### src/rtl/router_pkt_tx.sv
// router_pkt_tx: buffers host payload bytes and frames them as header,
// payload and even-XOR parity onto the router packet_valid/datain pins.
// Ports: clk, resetn (async, active-low); host side wr_en/wr_data,
// start/dest/len; router side busy_in, packet_valid, data_out;
// status tx_busy, done, start_err, wr_ovf, fifo_count, fifo_full.
// Optional: ROUTER_PKT_TX_ERR_INJECT_EN adds inject_err (flips parity bit 0).
module router_pkt_tx #(
  parameter int FIFO_DEPTH = 16,
  parameter int GAP_CYCLES = 2
) (
  input  logic                          clk,
  input  logic                          resetn,
  input  logic                          wr_en,
  input  logic [7:0]                    wr_data,
  input  logic                          start,
  input  logic [1:0]                    dest,
  input  logic [3:0]                    len,
`ifdef ROUTER_PKT_TX_ERR_INJECT_EN
  input  logic                          inject_err,
`endif
  input  logic                          busy_in,
  output logic                          packet_valid,
  output logic [7:0]                    data_out,
  output logic                          tx_busy,
  output logic                          done,
  output logic                          start_err,
  output logic                          wr_ovf,
  output logic [$clog2(FIFO_DEPTH):0]   fifo_count,
  output logic                          fifo_full
);

  localparam int AW = $clog2(FIFO_DEPTH);
  localparam int CW = AW + 1;
  localparam int GW = 16;

  typedef enum logic [2:0] {
    IDLE,
    WAIT,
    HDR,
    PAY,
    PAR,
    GAP
  } state_t;

  state_t state;
  state_t nxt;

  logic [7:0]    mem [FIFO_DEPTH];
  logic [AW-1:0] wr_ptr;
  logic [AW-1:0] rd_ptr;
  logic          push;
  logic          pop;

  logic [3:0]    len_q;
  logic [1:0]    dest_q;
  logic [3:0]    cnt;
  logic [7:0]    par_q;
  logic [GW-1:0] gap_cnt;
  logic          req_ok;
  logic          inj_q;
  logic [7:0]    hdr;

  assign push      = wr_en && !fifo_full;
  assign pop       = (state == PAY);
  assign fifo_full = (fifo_count == CW'(FIFO_DEPTH));
  assign tx_busy   = (state != IDLE);
  assign hdr       = {2'b00, len_q, dest_q};

  // The count check guarantees PAY can never underflow the buffer.
  assign req_ok = (len != 4'd0)
               && (dest != 2'd3)
               && (fifo_count >= CW'(len));

  always_ff @(posedge clk or negedge resetn) begin
    if (!resetn) state <= IDLE;
    else         state <= nxt;
  end

  always_comb begin
    nxt = state;
    unique case (state)
      IDLE: if (start && req_ok) nxt = WAIT;
      WAIT: if (!busy_in) nxt = HDR;
      HDR:  nxt = PAY;
      PAY:  if (cnt == 4'd1) nxt = PAR;
      PAR:  nxt = GAP;
      GAP:  if (gap_cnt == GW'(GAP_CYCLES - 1)) nxt = IDLE;
      default: nxt = IDLE;
    endcase
  end

  always_ff @(posedge clk) begin
    if (push) mem[wr_ptr] <= wr_data;
  end

  always_ff @(posedge clk or negedge resetn) begin
    if (!resetn) begin
      wr_ptr     <= '0;
      rd_ptr     <= '0;
      fifo_count <= '0;
      wr_ovf     <= 1'b0;
    end else begin
      wr_ovf <= wr_en && fifo_full;
      if (push) wr_ptr <= wr_ptr + 1'b1;
      if (pop)  rd_ptr <= rd_ptr + 1'b1;
      unique case ({push, pop})
        2'b10:   fifo_count <= fifo_count + 1'b1;
        2'b01:   fifo_count <= fifo_count - 1'b1;
        default: fifo_count <= fifo_count;
      endcase
    end
  end

  // Output bytes are registered from the current state, so each
  // state's byte appears on the pins one cycle after entering it.
  always_ff @(posedge clk or negedge resetn) begin
    if (!resetn) begin
      packet_valid <= 1'b0;
      data_out     <= '0;
      done         <= 1'b0;
      start_err    <= 1'b0;
      len_q        <= '0;
      dest_q       <= '0;
      cnt          <= '0;
      par_q        <= '0;
      gap_cnt      <= '0;
    end else begin
      start_err    <= (state == IDLE) && start && !req_ok;
      done         <= (state == GAP) && (gap_cnt == '0);
      packet_valid <= 1'b0;
      data_out     <= '0;
      gap_cnt      <= (state == GAP) ? gap_cnt + 1'b1 : '0;
      unique case (state)
        IDLE: begin
          if (start && req_ok) begin
            len_q  <= len;
            dest_q <= dest;
          end
        end
        HDR: begin
          packet_valid <= 1'b1;
          data_out     <= hdr;
          par_q        <= hdr;
          cnt          <= len_q;
        end
        PAY: begin
          packet_valid <= 1'b1;
          data_out     <= mem[rd_ptr];
          par_q        <= par_q ^ mem[rd_ptr];
          cnt          <= cnt - 1'b1;
        end
        PAR: begin
          packet_valid <= 1'b1;
          data_out     <= par_q ^ {7'd0, inj_q};
        end
        default: ;
      endcase
    end
  end

`ifdef ROUTER_PKT_TX_ERR_INJECT_EN
  always_ff @(posedge clk or negedge resetn) begin
    if (!resetn)                            inj_q <= 1'b0;
    else if (state == IDLE && start && req_ok) inj_q <= inject_err;
  end
`else
  assign inj_q = 1'b0;
`endif

endmodule
### config.mk
export PLATFORM = sky130hd
export DESIGN_NAME = router_pkt_tx
export DESIGN_NICKNAME = d
export VERILOG_FILES = /design/src/rtl/router_pkt_tx.sv
export SDC_FILE = /design/constraint.sdc
export NUM_CORES = 1
export LEC_CHECK = 0
export BUFFER_PORTS_ARGS = -buffer_cell sky130_fd_sc_hd__clkbuf_2
export CAP_MARGIN = 20
export CORE_MARGIN = 2
export CORE_UTILIZATION = 61
export DETAILED_ROUTE_END_ITERATION = 10
export HOLD_SLACK_MARGIN = 0.02
export PLACE_DENSITY = 0.8
export SLEW_MARGIN = 15
export SYNTH_ARGS = -nofsm -noshare
export SYNTH_HDL_FRONTEND = slang
export SYNTH_SLANG_ARGS = --single-unit
### constraint.sdc
create_clock -name clk -period 2.78 [get_ports clk]
set_input_delay 0.417 -clock clk [delete_from_list [all_inputs] [get_ports clk]]
set_output_delay 0.417 -clock clk [all_outputs]
set_load 0.005 [all_outputs]
* Yosys cells after proc, flatten, opt, wreduce, memory -nomap -nowiden
Memory sizes are Yosys's and may differ from the RTL's.
Index checks and enable logic that the tools add are counted.
** Word-level totals
- Bits of input ports :: 19
- Memory bits (writable) :: 128
- Output and inout bits :: 19
- Register bits :: 62
- Memories kept :: 1
- Logic and storage cells :: 70
** Memory list
- mem :: words 16, width 8, read ports 1, clocked after memory_dff 0, wr ports 1, line 48 : logic [7:0] mem [FIFO_DEPTH];
** Operators by class
- Reductions and logical operators :: 19
- $lt $le $gt $ge :: 1
- Add/subtract/negate cells :: 6
- Muxes and demuxes :: 13
- Equal/unequal tests :: 15
- Bitwise gates (word level) :: 1
** Operators by type and width (count)
- 8-bit one-hot mux with 3 select lines :: 1
- 3-bit one-hot mux with 6 select lines :: 1
- 16-bit by 1-bit adder with 16-bit output (second input constant) :: 1
- 16-bit by 1-bit equality test with 1-bit output (second input constant) :: 1
- 16-bit zero test :: 1
- 16-bit 2-to-1 mux :: 1
- 8-bit one-hot mux with 2 select lines :: 1
- 3-bit 2-to-1 mux :: 4
- 5-bit one-hot mux with 2 select lines :: 1
- 4-bit by 1-bit adder with 4-bit output (second input constant) :: 2
- 1-bit logical AND :: 8
- 2-bit != test (second input constant) :: 4
- 4-bit one-hot mux with 2 select lines :: 1
- 8-bit XOR :: 1
- 3-bit by 2-bit equality test with 1-bit output (second input constant) :: 2
- 3-bit equality test (second input constant) :: 2
- 5-bit by 1-bit adder with 5-bit output (second input constant) :: 1
- 5-bit equality test (second input constant) :: 1
- 5-bit by 4-bit >= comparator with 1-bit output :: 1
- 5-bit by 1-bit subtractor with 5-bit output (second input constant) :: 1
- 4-bit by 1-bit equality test with 1-bit output (second input constant) :: 1
- 4-bit AND reduction :: 1
- 2-bit nonzero test :: 2
- 4-bit nonzero test :: 1
- other kinds (11) :: 14

* Depth between registers and ports, before layout
Gate-level depths: netlist (run 1).
- Depth in word-level cells :: 6
- Mapped depth :: 13
- Depth with buffers taken out :: 12

* Worst setup path after synthesis (run 1)
No wires, ideal clock.
- Path type :: reg2reg
- From :: register fifo_count[1]
- To :: register fifo_count[4]
- Required time :: 2.701 ns
- Period minus slack after synthesis :: 2.504 ns
- Cell stages (with the launch flop) :: 14
- Buffers on the path :: 1
- Slack :: 0.276 ns
- Setup time :: 0.079 ns
- Arrival :: 2.425 ns
- Cells stage by stage :: dfrtp_1 -> nor3_1 -> and3_1 -> nor2b_1 -> clkbuf_1 -> inv_1 -> ha_1 -> inv_1 -> fa_1 -> nor2b_1 -> o21ai_0 -> and3_1 -> nor3_1 -> xor2_1
** On the way
- Word-level cells in the longest chain between the ends :: 5
** RTL lines
- from (decl) :: line 28 : output logic [$clog2(FIFO_DEPTH):0] fifo_count,
- from (signal assigned) :: line 107 : 2'b10: fifo_count <= fifo_count + 1'b1;
- from (signal assigned) :: line 108 : 2'b01: fifo_count <= fifo_count - 1'b1;
- from (signal assigned) :: line 109 : default: fifo_count <= fifo_count;
- 5-bit equality test (*) :: line 65 : assign fifo_full = (fifo_count == CW'(FIFO_DEPTH));
- via fifo_full :: line 29 : output logic fifo_full
- 1-bit zero test (*) :: line 63 : assign push = wr_en && !fifo_full;
- 1-bit logical AND (*) :: line 63
- 2-bit by 1-bit equality test with 1-bit output or 2-bit equality test (tied branches) :: line 106 : unique case ({push, pop})
- 5-bit one-hot mux with 2 select lines or 2-bit nonzero test (tied branches)
Mark *: on every way through the listed nets, which the timed path passes. The rest lies on a longest branch.
A chain may end at the register's enable or synchronous reset.

* Worst setup path after layout (run 1)
- From :: register fifo_count[1]
- To :: register fifo_count[4]
** On the way
- Word-level cells in the longest chain between the ends :: 5
** RTL lines (line)
- 5-bit equality test :: 65
- 1-bit zero test :: 63
- 1-bit logical AND :: 63
- 2-bit by 1-bit equality test with 1-bit output or 2-bit equality test (tied branches) :: 106
- 5-bit one-hot mux with 2 select lines or 2-bit nonzero test (tied branches)
Parallel ways exist; a longest one is shown, timed or not.

==> results of run 1 <==
## logic make-up (layout without fill, tap and decap cells)
group | Yosys count | in the layout
flip-flops | 190 | 190
AND/OR/NAND/NOR | 154 | 154
AO/OA/AOI/OAI | 84 | 84
multiplexers | 70 | 70
buffers and inverters | 47 | 121
XOR/XNOR | 20 | 20
adder cells (fa/ha/maj) | 19 | 19
## timing repair
action                                  CTS  global route
buffers inserted                          0             1
endpoints found under the setup margin    0             1
hold buffers                              1             0
endpoints found under the hold margin    62             0
gates resized for setup                   0             1
## state kept, by name, summed over array words and instances, names as in the netlist
name          flops
packet_valid      1
wr_ovf            1
rd_ptr            4
done              1
dest_q            2
data_out          8
state             3
fifo_count        5
mem             128
cnt               4
par_q             8
len_q             4
gap_cnt          16
start_err         1
wr_ptr            4
## layer usage
metal  track usage [%]  routed length (um)
met1              32.7                7270
met2              41.1                8920
met3              5.90                 953
met4              8.91                 421
met5                 0                   0
## power by group through the flow
stage | registers (mW) | clock network [mW] | logic (mW)
6_report | 4.04 | 2.44 | 3.65
5_1_grt | 4.09 | 2.60 | 3.98
4_1_cts | 4.03 | 2.47 | 3.64
3_5_place_dp | 4.09 | 0 | 3.60
3_3_place_gp | 4.05 | 0 | 3.45
2_1_floorplan | 3.84 | 0 | 2.90
## final cells by class
class,instances,area (sq um)
clock buffer,19,443
clock inverter,13,153
fill,883,4160
inverter,18,67.6
multi-input combinational,347,2810
sequential,190,5400
tap,180,225
timing repair buffer,71,468
## synthesized netlist by cell type, types with 7 or more instances
master    number  area share, %
nand2_1       34            1.5
dfrtp_1       62             18
a22oi_1       14            1.2
xnor2_1       10            1.0
edfxtp_1     128             45
nand4_1       11           0.81
buf_2          7           0.41
mux4_2        16            4.3
nand3_1       15           0.89
nor2_1        39            1.7
nor2b_1        8           0.59
inv_1         17           0.75
mux2_2        22            2.9
o22ai_1       13           0.96
clkbuf_1      10           0.44
xor2_1        10            1.0
ha_1          18            2.7
mux2i_1       25            3.0
nand2b_1       9           0.67
o21ai_0       17            1.0
a21oi_1       17            1.0
nor3_1        10           0.59
## how the worst min path moves through the flow
stage	from	to	cells after the start	slack [ps]
after floorplan	resetn	cnt[0]$_DFFE_PN0P_	0	120
after global placement	resetn	gap_cnt[10]$_DFF_PN0_	2	450
after detailed placement	resetn	gap_cnt[10]$_DFF_PN0_	2	450
after CTS	wr_en	wr_ovf$_DFF_PN0_	2	210
after global routing	wr_en	wr_ovf$_DFF_PN0_	2	220
final	wr_en	wr_ovf$_DFF_PN0_	2	220
## per-stage QoR
step	utilization (%)	setup TNS (ps)	hold slack, ps	cells	total power, mW
after floorplan	-	0	121	584	6.74
after CTS	69.6	0	210	837	10.1
after global placement	65.2	0	454	804	7.50
after global routing	69.7	-12.8	216	838	10.7
after detailed placement	65.2	0	454	804	7.68
final	69.7	0	217	838	10.1
==> flow_summary_export.csv, run 1 <==
group,metric,value,unit
yosys,yosys_warnings,0,
floorplan,dieHeight,122,um
cells_and_area,stdcell_area,9560,sq um
worst_setup_path,start_kind,"flop",
routing,wl_per_cell,21.0,um
sta,tightest_slew,764,ps
sta,fin_skew,12.0,ps
placement,detailed_place_hpwl,11700,um
yosys,synth_area,8460,sq um
yosys,ys_ff_latch,190,
worst_setup_path,critPathSlowestCell,"dfrtp_1",
sta,finalHoldViolCount,0,
routing,drt_iter0_drc,510,
worst_setup_path,timing.rr.end,"fifo_count[4]$_DFFE_PN0P_",
sta,max_freq,389,MHz
cells_and_area,nets,683,
power,p_leak,3.63,nW
placement,pre_cts_slack,215,ps
yosys,synth_area_per_cell,14.5,sq um
cts,clkLatencyLatePin,440,ps
worst_setup_path,path_delay_family,"simple AND/OR/NAND/NOR gates",
flow_run,drv_cap,0,
sta,period_share,92.5,%
sta,finalSetupViolCount,0,
cts,cts_buffer_depth,2,
floorplan,core,13700,sq um
worst_setup_path,timing.rr.start,"fifo_count[1]$_DFFE_PN0P_",
yosys,synthSimpleGateAreaFrac,9.36,%
worst_setup_path,slowest_delay,450,ps
floorplan,start_util,61.7,%
floorplan,die_w,122,um
global_route,grt_overflow,0,
power,seq_power_share,39.9,%
cts,path_clk_slew,70,ps
power,swShare,34.8,%
worst_setup_path,path_cells,"nor3_1, and3_1, nor2b_1, inv_1, ha_1, inv_1, fa_1, nor2b_1, o21ai_0, and3_1, nor3_1, xor2_1",
cells_and_area,final_common_cell,"edfxtp_1",
power,p_per_area,1060,nW/um^2
worst_setup_path,cp_max_fo,6,
cells_and_area,area_growth,13.0,%
placement,placed_area,8940,sq um
yosys,seq_area_frac_synth,63.8,%
cts,clock_sinks,190,
placement,place.gp.congestion,0.860,
yosys,yosysUniqueCellTypes,55,
worst_setup_path,critPathKind,"reg -> reg",
global_route,antenna_found_initial,0,
sta,relSlewSlack,49.1,%
routing,vias,5207,
placement,port_buffers,37,
yosys,synth_fp_nets,622,
routing,routed_via_density,6.21,
yosys,synth_fa_ha_area_share,2.90,%
global_route,grt_max_degree,63,
yosys,synth_top_family_by_area,"multiplexers",
global_route,grt_pass1_wl,27100,um
floorplan,row_count,43,
worst_setup_path,crit_path_end,"fifo_count[4]$_DFFE_PN0P_",
yosys,ys_async_sr_fraction,32.6,%
outcome,outcome,"completed",
power,clkPwrFrac,24.1,%
cells_and_area,drive_gt1_share,23.3,%
cts,clock_tree.root_cell,"clkbuf_16",
routing,routed_wl,17600,um
power,max-vdd-ir-drop,575,uV
cells_and_area,antenna_cells,0,
global_route,grtUsageTotal,24.9,%
power,power_switching,3.52,mW
sta,maxSlewViolCount,0,
power,p_int,6.61,mW
yosys,synth-xor-area-share,2.07,%
yosys,synth_mux_area_share,11.8,%
yosys,synth-edff-count,128,
global_route,grt_pass1_vias,5043,
worst_setup_path,critPathCaptureType,"flop",
routing,drc,0,
worst_setup_path,required,3130,ps
worst_setup_path,reg2reg_depth,12,
yosys,synth_cells,584,
worst_setup_path,crit_arrival,2920,ps
sta,fin_ws,209,ps
min_path,hp-class,"in -> reg",
yosys,synth_compound_area_share,6.98,%
cts,numCtsBuffers,17,
cts,tritoncts,"done",
worst_setup_path,crit_cells,12,
yosys,synthFlopType,"edfxtp_1",
cells_and_area,most-common-layout-cells,"edfxtp_1, dfrtp_1, nor2_1",
sta,final.min_clock_period,2570,ps
cts,htree_levels,4,
worst_setup_path,cp_num_buf_inv,2,
worst_setup_path,startpoint,"fifo_count[1]$_DFFE_PN0P_",
floorplan,ios,38,
power,pwr-share-comb,36.0,%
worst_setup_path,r2r_slack,210,ps
routing,firstDrtPassIters,5,
floorplan,die_area,14800,sq um
routing,detail-route-antenna-nets,0,
No activity file was read; power rests on OpenSTA's default activity.
==> run 2: changes to the inputs <==
- clock period: 2.78 -> 2.79 ns (I/O delays scaled with it)
==> run 2 against run 1 <==
Compared with the run above: combinational power about the same; worst setup slack got worse by 57 ps; final area shrank 0.18%; die area unchanged; power decreased by 0.56%; hold slack hardly changed; critical path type unchanged.
==> flow_summary_export.csv, run 2 (same netlist as run 1, synthesis figures left out) <==
group,metric,value,unit
outcome,outcome,"completed",
power,p_per_area,1060,nW/um^2
placement,port_buffers,37,
sta,fin_skew,7.65,ps
routing,vias,5131,
power,max-vdd-ir-drop,624,uV
cells_and_area,nets,681,
worst_setup_path,required,3150,ps
power,pwr-share-comb,36.2,%
sta,finalHoldViolCount,0,
cts,clkLatencyLatePin,430,ps
floorplan,die_w,122,um
placement,pre_cts_slack,149,ps
global_route,busiest_layer,"met2",
worst_setup_path,cp_num_buf_inv,2,
sta,maxSlewViolCount,0,
cells_and_area,regArea,5400,sq um
cells_and_area,final_common_cell,"edfxtp_1",
routing,detail-route-antenna-nets,0,
sta,max_freq,379,MHz
floorplan,row_count,43,
placement,placedCellCount,803,
cells_and_area,antenna_cells,0,
global_route,globalRouteMet1Util,32.4,%
routing,routed_via_density,6.14,
cells_and_area,finalNonFillerCells,836,
power,finalPower,10.1,mW
placement,place.gp.congestion,0.864,
cts,clock_sinks,190,
cts,path_clk_slew,70,ps
worst_setup_path,slowest_delay,460,ps
routing,routed_wl,17300,um
worst_setup_path,critPathCaptureType,"flop",
floorplan,die_area,14800,sq um
flow_run,drv_cap,0,
min_path,hp-class,"in -> reg",
cts,htree_levels,4,
worst_setup_path,critPathKind,"reg -> reg",
sta,tns,0,ps
global_route,grt_overflow,0,
global_route,grtUsageTotal,24.9,%
cells_and_area,largest_register_ffs,128,
power,p_leak,3.61,nW
worst_setup_path,cp_max_fo,6,
sta,relSlewSlack,49.6,%
cells_and_area,drive_gt1_share,23.0,%
global_route,antenna_found_initial,0,
power,swShare,35.0,%
global_route,grt_max_degree,63,
placement,detailed_place_hpwl,11600,um
sta,holdWs,217,ps
floorplan,ios,38,
cells_and_area,nFillCells,905,
sta,fin_ws,152,ps
floorplan,start_util,61.7,%
routing,firstDrtPassIters,5,
global_route,met3_usage,5.99,%
worst_setup_path,crit_arrival,2990,ps
cells_and_area,largestRegisters,"mem x128, gap_cnt x16",
cells_and_area,most-common-layout-cells,"edfxtp_1, dfrtp_1, nor2_1",
power,p_int,6.55,mW
global_route,grt_pass1_vias,5136,
cts,numCtsBuffers,17,
floorplan,dieHeight,122,um
worst_setup_path,start_kind,"flop",
cells_and_area,top_register,"mem",
routing,drc,0,
global_route,grt_util_met2,40.6,%
power,power_switching,3.53,mW
cts,post_cts_buffers,0,
routing,drt_iter0_drc,473,
sta,finalSetupViolCount,0,
power,seq_power_share,40.0,%
cts,cts_buffer_depth,2,
global_route,grt_pass1_wl,27200,um
sta,period_share,94.5,%
cells_and_area,multi_input_area,2810,sq um
worst_setup_path,critPathSlowestCell,"dfrtp_1",
sta,final.min_clock_period,2640,ps
worst_setup_path,path_delay_family,"simple AND/OR/NAND/NOR gates",
routing,wl_per_cell,20.7,um
floorplan,core,13700,sq um
sta,tightest_slew,757,ps
cells_and_area,area_growth,12.7,%
worst_setup_path,path_cells,"nor3_2, and3_4, nor2b_1, inv_1, ha_1, inv_1, fa_1, nor2b_1, o21ai_0, and3_1, nor3_1, xor2_1",
cts,tritoncts,"done",
power,clkPwrFrac,23.8,%
cts,clock_tree.root_cell,"clkbuf_16",
-- run 2: final timing paths --
| check | from | endpoint | slack (ps) | cells past startpoint |
|---|---|---|---|---|
| max | fifo_count[1]$_DFFE_PN0P_ | fifo_count[4]$_DFFE_PN0P_ | 150 | 12 |
| min | wr_en | wr_ovf$_DFF_PN0_ | 220 | 2 |
| max reg2reg | fifo_count[1]$_DFFE_PN0P_ | fifo_count[4]$_DFFE_PN0P_ | 150 | 12 |
| min reg2reg | par_q[6]$_DFFE_PN0P_ | par_q[6]$_DFFE_PN0P_ | 500 | 1 |
| max in group asynchronous | resetn | wr_ptr[1]$_DFFE_PN0P_ | 1980 | 3 |
| min in group asynchronous | resetn | gap_cnt[11]$_DFF_PN0_ | 530 | 3 |
-- run 2: final cells by class --
class / count / area share, %
clock buffers: 18 / 4.50
clock inverters: 14 / 1.64
inverters: 18 / 0.708
multi-input cells: 347 / 29.5
flip-flops and latches: 190 / 56.6
well taps: 180 / 2.36
repair buffers: 69 / 4.75
-- run 2: stage by stage --
step	instance area, sq um	util, %
after global routing	9540	69.5
after detailed placement	8930	65.1
after CTS	9530	69.5
after global placement	8930	65.1
final	9540	69.5
after floorplan	8460	-
-- run 2: layer usage --
| layer | part of all wire, % | vias up |
|---|---|---|
| li1 | - | 2346 |
| met1 | 41 | 2598 |
| met2 | 51 | 161 |
| met3 | 5.4 | 26 |
| met4 | 2.7 | 0 |
| met5 | 0 | - |
-- run 2: worst register-to-register path: stages, from the launching register on --
cell and delay (ps):
dfrtp_1 460, nor3_2 240, and3_4 230, nor2b_1 60
inv_1 50, ha_1 220, inv_1 100, fa_1 410
nor2b_1 120, o21ai_0 110, and3_1 210, nor3_1 180
xor2_1 170
-- run 2: power by group through the flow --
stage                     Combinational (mW)  Clock [mW]  Sequential (mW)
after floorplan                         2.89           0             3.83
after global placement                  3.43           0             4.03
after detailed placement                3.60           0             4.07
after CTS                               3.63        2.44             4.02
after global routing                    3.95        2.56             4.09
final                                   3.64        2.40             4.03
-- run 2: what timing repair did --
item	4_1_cts	5_1_grt
endpoints found under the setup margin	0	1
hold buffers	1	0
endpoints found under the hold margin	62	0
resized for setup	0	2
==> run 3: changes to the inputs <==
- CELL_PAD_IN_SITES_DETAIL_PLACEMENT: unset -> 0
- CELL_PAD_IN_SITES_GLOBAL_PLACEMENT: unset -> 1
- CORE_UTILIZATION: 61 -> 52
- PLACE_DENSITY: 0.8 -> 0.81
==> run 3 against run 2 <==
Compared with the run above: die area up 17%; final area fell by 0.43%; final cell count increased by 3.8%; power decreased by 2.2%; first-iteration DRC count decreased by 19%; sequential share of layout area grew 0.25 points; global-route usage fell by 4.5 points; highest routed layer unchanged.
==> flow_summary_export.csv, run 3 (same netlist as run 1, synthesis figures left out) <==
group,metric,value,unit
cts,post_cts_buffers,0,
placement,place.gp.congestion,0.850,
cells_and_area,final_common_cell,"edfxtp_1",
routing,detail-route-antenna-nets,0,
min_path,hp-class,"in -> async",
worst_setup_path,r2r_slack,300,ps
cells_and_area,fin_util,59.8,%
power,finalPower,9.85,mW
sta,finalHoldViolCount,0,
cts,cts_buffer_depth,2,
worst_setup_path,critPathCaptureType,"flop",
cts,htree_levels,4,
power,pwr-share-comb,36.5,%
sta,rsz0062_at_grt,"no",
routing,routed_wl,16800,um
worst_setup_path,start_kind,"flop",
floorplan,core,15900,sq um
global_route,grt_pass1_vias,4962,
power,p_per_area,1040,nW/um^2
worst_setup_path,reg2reg_depth,12,
sta,max_freq,402,MHz
power,clkPwrFrac,23.1,%
routing,firstDrtPassIters,5,
cells_and_area,top_register,"mem",
power,power_switching,3.50,mW
worst_setup_path,critPathSlowestCell,"dfrtp_1",
floorplan,dieHeight,132,um
cells_and_area,nFillCells,1191,
cells_and_area,nets,677,
global_route,antenna_found_initial,0,
cells_and_area,most-common-layout-cells,"edfxtp_1, dfrtp_1, nor2_1",
cts,clock_sinks,190,
power,p_leak,3.57,nW
cts,path_clk_slew,70,ps
floorplan,die_w,132,um
cts,clkLatencyLatePin,440,ps
sta,tns,0,ps
cts,numCtsBuffers,17,
floorplan,row_count,46,
power,p_int,6.35,mW
worst_setup_path,required,3150,ps
worst_setup_path,cp_max_fo,6,
cells_and_area,regArea,5400,sq um
flow_run,drv_cap,0,
sta,final.min_clock_period,2490,ps
global_route,grt_pass1_wl,26800,um
cts,tritoncts,"done",
global_route,grtUsageTotal,20.4,%
floorplan,ios,38,
global_route,grt_max_degree,63,
routing,drc,0,
power,max-vdd-ir-drop,533,uV
cts,clock_tree.root_cell,"clkbuf_16",
worst_setup_path,critPathKind,"reg -> reg",
placement,detailed_place_hpwl,11400,um
sta,period_share,89.2,%
worst_setup_path,slowest_delay,450,ps
placement,port_buffers,37,
routing,vias,4909,
cells_and_area,drive_gt1_share,22.7,%
cells_and_area,largestRegisters,"mem x128, gap_cnt x16",
worst_setup_path,crit_arrival,2850,ps
routing,routed_via_density,5.66,
global_route,grt_overflow,0,
sta,tightest_slew,828,ps
power,seq_power_share,40.5,%
sta,maxSlewViolCount,0,
floorplan,start_util,53.3,%
cells_and_area,area_growth,12.3,%
routing,drt_iter0_drc,382,
cells_and_area,largest_register_ffs,128,
power,swShare,35.5,%
cells_and_area,antenna_cells,0,
floorplan,die_area,17300,sq um
sta,finalSetupViolCount,0,
sta,fin_skew,11.7,ps
worst_setup_path,path_cells,"nor3_1, and3_1, nor2b_1, inv_1, ha_1, inv_1, fa_1, nor2b_1, o21ai_0, and3_1, nor3_2, xor2_1",
sta,relSlewSlack,44.8,%
cells_and_area,multi_input_area,2810,sq um
routing,wl_per_cell,19.3,um
outcome,outcome,"completed",
-- run 3: changes by cell type in the layout (fill, tap and decap cells not counted), sizes merged --
cell         change
buf              -2
bufinv           -2
clkbuf           -2
dlygate4sd3      -1
inv              +3
-- run 3: area by class of cell --
| type | count | share of cell area (%) |
|---|---|---|
| clock buffers | 17 | 4.48 |
| repair buffers | 65 | 4.29 |
| well taps | 216 | 2.85 |
| multi-input cells | 347 | 29.6 |
| inverters | 18 | 0.711 |
| clock inverters | 15 | 1.30 |
| flip-flops and latches | 190 | 56.8 |
-- run 3: power groups by stage --
stage	sequential, mW	clock (mW)	combinational [mW]
finish	3.99	2.27	3.59
global route	4.06	2.43	3.95
CTS	3.99	2.32	3.61
detailed placement	4.05	0	3.59
global placement	4.00	0	3.47
floorplan	3.83	0	2.89
-- run 3: routing by layer --
metal  track usage (%)  up-vias  wire length (um)
li1                  -     2332                 -
met2              33.2      115              8500
met4              6.22        0               145
met3              5.44       17               880
met1              26.8     2445              7240
met5                 0        -                 0
-- run 3: final timing paths --
kind	end	start
max	fifo_count[4]$_DFFE_PN0P_	fifo_count[1]$_DFFE_PN0P_
min	gap_cnt[11]$_DFF_PN0_	resetn
max reg2reg	fifo_count[4]$_DFFE_PN0P_	fifo_count[1]$_DFFE_PN0P_
min reg2reg	par_q[7]$_DFFE_PN0P_	par_q[7]$_DFFE_PN0P_
max in group asynchronous	data_out[4]$_DFF_PN0_	resetn
min in group clk	wr_ovf$_DFF_PN0_	wr_en
-- run 3: timing repair --
item / CTS / global route
gates resized for setup: 0 / 1
setup endpoints to repair: 0 / 1
hold buffers: 0 / 0
-- run 3: worst max-delay path, delay by kind of cell (launching register included) --
| kind | cells | cell delay, ps |
|---|---|---|
| and+or+nand+nor | 6 | 930 |
| adders and majority gates | 2 | 630 |
| DFF | 1 | 450 |
| buffers and inverters | 2 | 160 |
| xor gates and xnor gates | 1 | 160 |
| AOI/OAI and AO/OA | 1 | 100 |
-- run 3: metrics by stage --
stage | hold slack [ps] | instances | setup slack (ps) | cell area [sq um]
floorplan | 123 | 584 | 286 | 8460
global placement | 462 | 836 | 367 | 8940
detailed placement | 476 | 836 | 277 | 8940
CTS | 179 | 868 | 256 | 9490
global route | 216 | 868 | 13.5 | 9500
finish | 144 | 868 | 301 | 9500
